## src/rtl/fuzzify_sched.sv

```systemverilog
// rtl/fuzzify_sched.sv - fuzzification sequencer sharing one trapezoid across all terms
//
// Holds trapezoid breakpoints (a,b,c,d) for every (input, set) term and, on
// start, sweeps all terms one per cycle through an external combinational
// trapezoid, streaming each Q15 membership degree with its term index.
//
// Ports:
//   clk, rst                  clock, synchronous active-high reset
//   cfg_we, cfg_addr          table write strobe and term index
//   cfg_a..cfg_d              signed breakpoints of the written entry
//   cfg_drop                  one-cycle pulse when a write is rejected
//   start, x_vec              begin a sweep, packed signed crisp inputs
//   busy                      sweep in progress (RUN or DONE)
//   tz_x, tz_a..tz_d          drive to the shared trapezoid
//   tz_mu                     Q15 result from the shared trapezoid
//   mu_valid, mu_idx, mu_data registered membership stream
//   done                      one-cycle pulse at sweep completion
module fuzzify_sched #(
  parameter int N_IN  = 2,
  parameter int N_SET = 3,
  localparam int N_TERM = N_IN * N_SET,
  localparam int AW     = (N_TERM > 1) ? $clog2(N_TERM) : 1
) (
  input  logic                  clk,
  input  logic                  rst,
  input  logic                  cfg_we,
  input  logic [AW-1:0]         cfg_addr,
  input  logic signed [7:0]     cfg_a,
  input  logic signed [7:0]     cfg_b,
  input  logic signed [7:0]     cfg_c,
  input  logic signed [7:0]     cfg_d,
  output logic                  cfg_drop,
  input  logic                  start,
  input  logic [N_IN*8-1:0]     x_vec,
  output logic                  busy,
  output logic signed [7:0]     tz_x,
  output logic signed [7:0]     tz_a,
  output logic signed [7:0]     tz_b,
  output logic signed [7:0]     tz_c,
  output logic signed [7:0]     tz_d,
  input  logic [15:0]           tz_mu,
  output logic                  mu_valid,
  output logic [AW-1:0]         mu_idx,
  output logic [15:0]           mu_data,
  output logic                  done
);

  localparam int IW = (N_IN > 1) ? $clog2(N_IN) : 1;
  localparam int SW = (N_SET > 1) ? $clog2(N_SET) : 1;

  typedef enum logic [1:0] {S_IDLE, S_RUN, S_DONE} state_t;

  state_t            state;
  logic [IW-1:0]     in_cnt;
  logic [SW-1:0]     set_cnt;
  // Running term index kept alongside the two counters so no multiply or
  // divide is needed to address the table.
  logic [AW-1:0]     term_cnt;

  logic signed [7:0] tab_a [N_TERM];
  logic signed [7:0] tab_b [N_TERM];
  logic signed [7:0] tab_c [N_TERM];
  logic signed [7:0] tab_d [N_TERM];
  logic signed [7:0] x_lat [N_IN];

  logic cfg_ok;
  logic last_set;
  logic last_term;

  // An entry is only legal if its breakpoints are ordered and the address
  // names a real term; the table is frozen while a sweep is using it.
  assign cfg_ok = (state == S_IDLE)
               && ({1'b0, cfg_addr} < (AW+1)'(N_TERM))
               && (cfg_a <= cfg_b) && (cfg_b <= cfg_c) && (cfg_c <= cfg_d);

  assign last_set  = (set_cnt == SW'(N_SET - 1));
  assign last_term = last_set && (in_cnt == IW'(N_IN - 1));

  always_comb begin
    tz_x = '0;
    tz_a = '0;
    tz_b = '0;
    tz_c = '0;
    tz_d = '0;
    if (state == S_RUN) begin
      tz_x = x_lat[in_cnt];
      tz_a = tab_a[term_cnt];
      tz_b = tab_b[term_cnt];
      tz_c = tab_c[term_cnt];
      tz_d = tab_d[term_cnt];
    end
  end

  always_ff @(posedge clk) begin
    if (rst) begin
      state    <= S_IDLE;
      in_cnt   <= '0;
      set_cnt  <= '0;
      term_cnt <= '0;
      busy     <= 1'b0;
      mu_valid <= 1'b0;
      mu_idx   <= '0;
      mu_data  <= '0;
      done     <= 1'b0;
      cfg_drop <= 1'b0;
      for (int i = 0; i < N_TERM; i++) begin
        tab_a[i] <= '0;
        tab_b[i] <= '0;
        tab_c[i] <= '0;
        tab_d[i] <= '0;
      end
      for (int i = 0; i < N_IN; i++) begin
        x_lat[i] <= '0;
      end
    end else begin
      cfg_drop <= cfg_we && !cfg_ok;
      // The write lands on the same edge that samples start, so a sweep
      // started alongside a write already sees the new entry.
      if (cfg_we && cfg_ok) begin
        tab_a[cfg_addr] <= cfg_a;
        tab_b[cfg_addr] <= cfg_b;
        tab_c[cfg_addr] <= cfg_c;
        tab_d[cfg_addr] <= cfg_d;
      end

      mu_valid <= 1'b0;
      done     <= 1'b0;

      case (state)
        S_IDLE: begin
          if (start) begin
            for (int i = 0; i < N_IN; i++) begin
              x_lat[i] <= x_vec[8*i +: 8];
            end
            in_cnt   <= '0;
            set_cnt  <= '0;
            term_cnt <= '0;
            busy     <= 1'b1;
            state    <= S_RUN;
          end
        end
        S_RUN: begin
          mu_data  <= tz_mu;
          mu_idx   <= term_cnt;
          mu_valid <= 1'b1;
          term_cnt <= term_cnt + 1'b1;
          if (last_term) begin
            // done is raised together with the last term's capture
            done  <= 1'b1;
            state <= S_DONE;
          end else if (last_set) begin
            set_cnt <= '0;
            in_cnt  <= in_cnt + 1'b1;
          end else begin
            set_cnt <= set_cnt + 1'b1;
          end
        end
        S_DONE: begin
          busy  <= 1'b0;
          state <= S_IDLE;
        end
        default: begin
          busy  <= 1'b0;
          state <= S_IDLE;
        end
      endcase
    end
  end

endmodule
```

## config.mk

```make
export PLATFORM = sky130hd
export DESIGN_NAME = fuzzify_sched
export DESIGN_NICKNAME = d
export VERILOG_FILES = /design/src/rtl/fuzzify_sched.sv
export SDC_FILE = /design/constraint.sdc
export NUM_CORES = 1
export LEC_CHECK = 0
export CORE_ASPECT_RATIO = 1.75
export CORE_UTILIZATION = 55
export CTS_CLUSTER_DIAMETER = 50
export DETAILED_ROUTE_END_ITERATION = 10
export GPL_TIMING_DRIVEN = 0
export MAX_ROUTING_LAYER = met4
export PLACE_DENSITY_LB_ADDON = 0.15
export SLEW_MARGIN = 25
export SYNTH_ARGS = -nofsm -noshare
export SYNTH_HDL_FRONTEND = slang
export SYNTH_SLANG_ARGS = --single-unit
```

## constraint.sdc

```tcl
create_clock -name clk -period 9.92 [get_ports clk]
set_clock_uncertainty 0.15 [all_clocks]
set_input_delay 2.48 -clock clk [delete_from_list [all_inputs] [get_ports clk]]
set_output_delay 2.48 -clock clk [all_outputs]
set_load 0.02 [all_outputs]
```

==> results_dict.tcl <==
set metrics [dict create \
    outcome "finished clean" \
    drt_iter0_drc 753 \
    hold_violations 0 \
    drc_errors 0 \
    insertion_delay_ns 0.56 \
    tightest_slew_ns 1.03 \
    fin_ws_ns 3.76 \
    crit_arrival_ns 6.17 \
    antennaDiodeCount 0 \
    timing.critical_path.required_ns 9.94 \
    syn_area_per_cell_um2 14.6 \
    critPathTopFamily "compound AO/OA/AOI/OAI gates" \
    synth-edff-count 272 \
    synth_flop_cell "edfxtp_1" \
    rsz0062_at_grt "false" \
    clk_pin_slew_ns 0.06 \
    io_pins 134 \
    place_congestion 0.908 \
    wl_um 36700 \
    synth_cell_types 49 \
    clockPowerShare 0.389 \
    vias 9235 \
    switching_share 0.233 \
    cts_tree "yes" \
    critPathBufInv 3 \
    fp.coreArea_mm2 0.0247 \
    viasPerCell 6.10 \
    holdBufCountCts 0 \
    max_freq_ghz 0.162 \
    r2r_cells 5 \
    ant_nets 0 \
    clock_path_buffers 3 \
    syn2layout_area_growth_pct 22.1 \
    place_ws_ns 3.24 \
    synth-xor-area-share 0.000632 \
    synthAdderAreaFrac 0.0226 \
    period_minus_slack_ns 6.16 \
    first_pass_iters 5 \
    cts.htree.levels 1 \
    cpMaxStageDelayCell "a31o_2" \
    post_cts.repair.setup_buffers 0 \
    maxSlewHeadroom 0.311 \
    netlist_top_cells_count "edfxtp_1, nor3_1, mux4_2, nor2_1, clkbuf_1" \
    p_int_mw 2.21 \
    cts_sinks 307 \
    crit_fanout 32 \
    layout-drive-gt1-share 0.127 \
    setup_viol 0 \
    crit_chain "clkdlybuf4s50_1 -> inv_1 -> ha_1 -> a21o_1 -> a2111oi_2 -> o211ai_1 -> nor4b_4 -> clkbuf_2 -> a31o_2" \
    ir_drop_uv 169 \
    place_hpwl_um 25700 \
    final.setup.tns_ns 0 \
    cts-root-buf "clkbuf_16" \
    cap_violations 0 \
    switching_power_mw 0.673 \
    synth_top_family_by_area "simple AND/OR/NAND/NOR gates" \
    yosys.area.top_type "edfxtp_1" \
    grt_max_degree 33 \
    cpPeakStageDelay_ns 0.89 \
    port_buffers 132 \
    leakagePower_nw 6.13 \
    hold_path.class "register to register" \
    die_w_um 122 \
    endpoint_kind "register" \
    power_mw 2.88 \
    synthArstFlopShare 0 \
    critical_path_class "input pin to register" \
    p_seq_frac 0.508 \
    synth_top_area_share 0.589 \
    yosys-top-cells-area "edfxtp_1, mux4_2, dfxtp_1, nor3_1, mux2i_1" \
    dieArea_mm2 0.0259 \
    fp.dieH_um 212 \
    numCtsBuffers 28 \
    fin_crit_sh 0.621 \
    ys_ff_latch 307 \
    seq_area_frac_synth 0.640 \
    min_path_cells 2 \
    nets 1277 \
    crit_cells 9 \
    routedWlPerCell_um 24.3 \
    antenna_found_initial 0 \
    power.density_mw_per_mm2 170 \
    worst_setup_path_start_kind "input pin" \
    syn-cell-area_mm2 0.0139 \
    ff2ff_setup_slack_ns 6.73 \
    yosys.area_share.simple 0.144 \
    pwr-share-comb 0.104 \
    maxSlewViolCount 0 \
    synth_compound_area_frac 0.0244 \
    grt_use_total 0.307 \
    synthMuxAreaShare 0.133 \
    grt_pass1_wl_um 55600 \
    yosys_warnings 0 \
    ctsResizeCount 0 \
    rows 76 \
    post-synth-top-count-cell "edfxtp_1" \
    netlist_instances 950 \
    grt_remaining_overflow 0 \
    initial_utilization 0.561 \
    grt_pass1_vias 9665 \
]
==> worst min-delay path: stages, from the launching register on <==
cell and delay (ns):
dfxtp_1 0.30, nand2_1 0.05, a21oi_1 0.05
==> through the flow <==
| stage | cells | cell area (µm²) | utilization | hold slack, ns |
|---|---|---|---|---|
| global placement | 1457 | 15800 | 0.640 | 0.291 |
| global route | 1513 | 16900 | 0.685 | 0.315 |
| CTS | 1513 | 16900 | 0.685 | 0.305 |
| floorplan | 1013 | 14100 | - | 0.294 |
| detailed placement | 1463 | 16000 | 0.647 | 0.296 |
| finish | 1513 | 16900 | 0.685 | 0.301 |
==> power by group through the flow <==
| stage | sequential (mW) | combinational (mW) | clock (mW) |
|---|---|---|---|
| 6_report | 1.46 | 0.298 | 1.12 |
| 5_1_grt | 1.47 | 0.319 | 1.18 |
| 4_1_cts | 1.46 | 0.298 | 1.13 |
| 3_5_place_dp | 1.49 | 0.296 | 0 |
| 3_3_place_gp | 1.49 | 0.283 | 0 |
| 2_1_floorplan | 1.49 | 0.158 | 0 |
==> registers in the layout, indices dropped and copies added (netlist names), named ones only <==
name,cells
tab_a,64
tab_b,64
tab_c,64
tab_d,64
mu_data,16
x_lat,16
mu_idx,3
term_cnt,3
set_cnt,2
state,2
busy,1
cfg_drop,1
done,1
in_cnt,1
mu_valid,1
==> path summary, 6_finish.rpt <==
path                   start           to
hold / removal    mu_data[2]   mu_data[2]
setup / recovery    cfg_c[5]  tab_b[0][0]
setup reg to reg    state[1]  tab_b[0][0]
hold reg to reg   mu_data[2]   mu_data[2]
==> per-layer routing <==
metal | track usage | wire length [µm]
met1 | 0.336 | 12600
met5 | - | 0
met2 | 0.529 | 19600
met3 | 0.0523 | 2730
met4 | 0.162 | 1770
==> layout by cell type, fill, tap and decap left out, drive strengths merged, types with 31 or more instances in the layout <==
cell type,n
and4b,31
dfxtp,35
a21oi,31
mux4,64
buf,32
and4,33
mux2i,40
conb,64
edfxtp,272
nand2,46
inv,38
clkbuf,89
clkdlybuf4s50,132
nor3,99
and3,32
nor2,53
==> cell type report <==
type                            instances  area [µm²]
Buffer                                 82         350
Clock buffer                           33         741
Clock inverter                         17         198
Fill cell                            1777        7790
Inverter                               38         143
Multi-Input combinational cell        586        4770
Sequential cell                       307        8870
Tap cell                              312         390
Timing Repair Buffer                  138        1470
==> cell families after synthesis <==
family          after synthesis
fa+ha+maj                    25
simple gates                338
buf+inv                     120
mux                         104
xor+xnor                      1
other cells                   1
compound gates               54
flops                       307
Power figures use the tool's default switching activity.
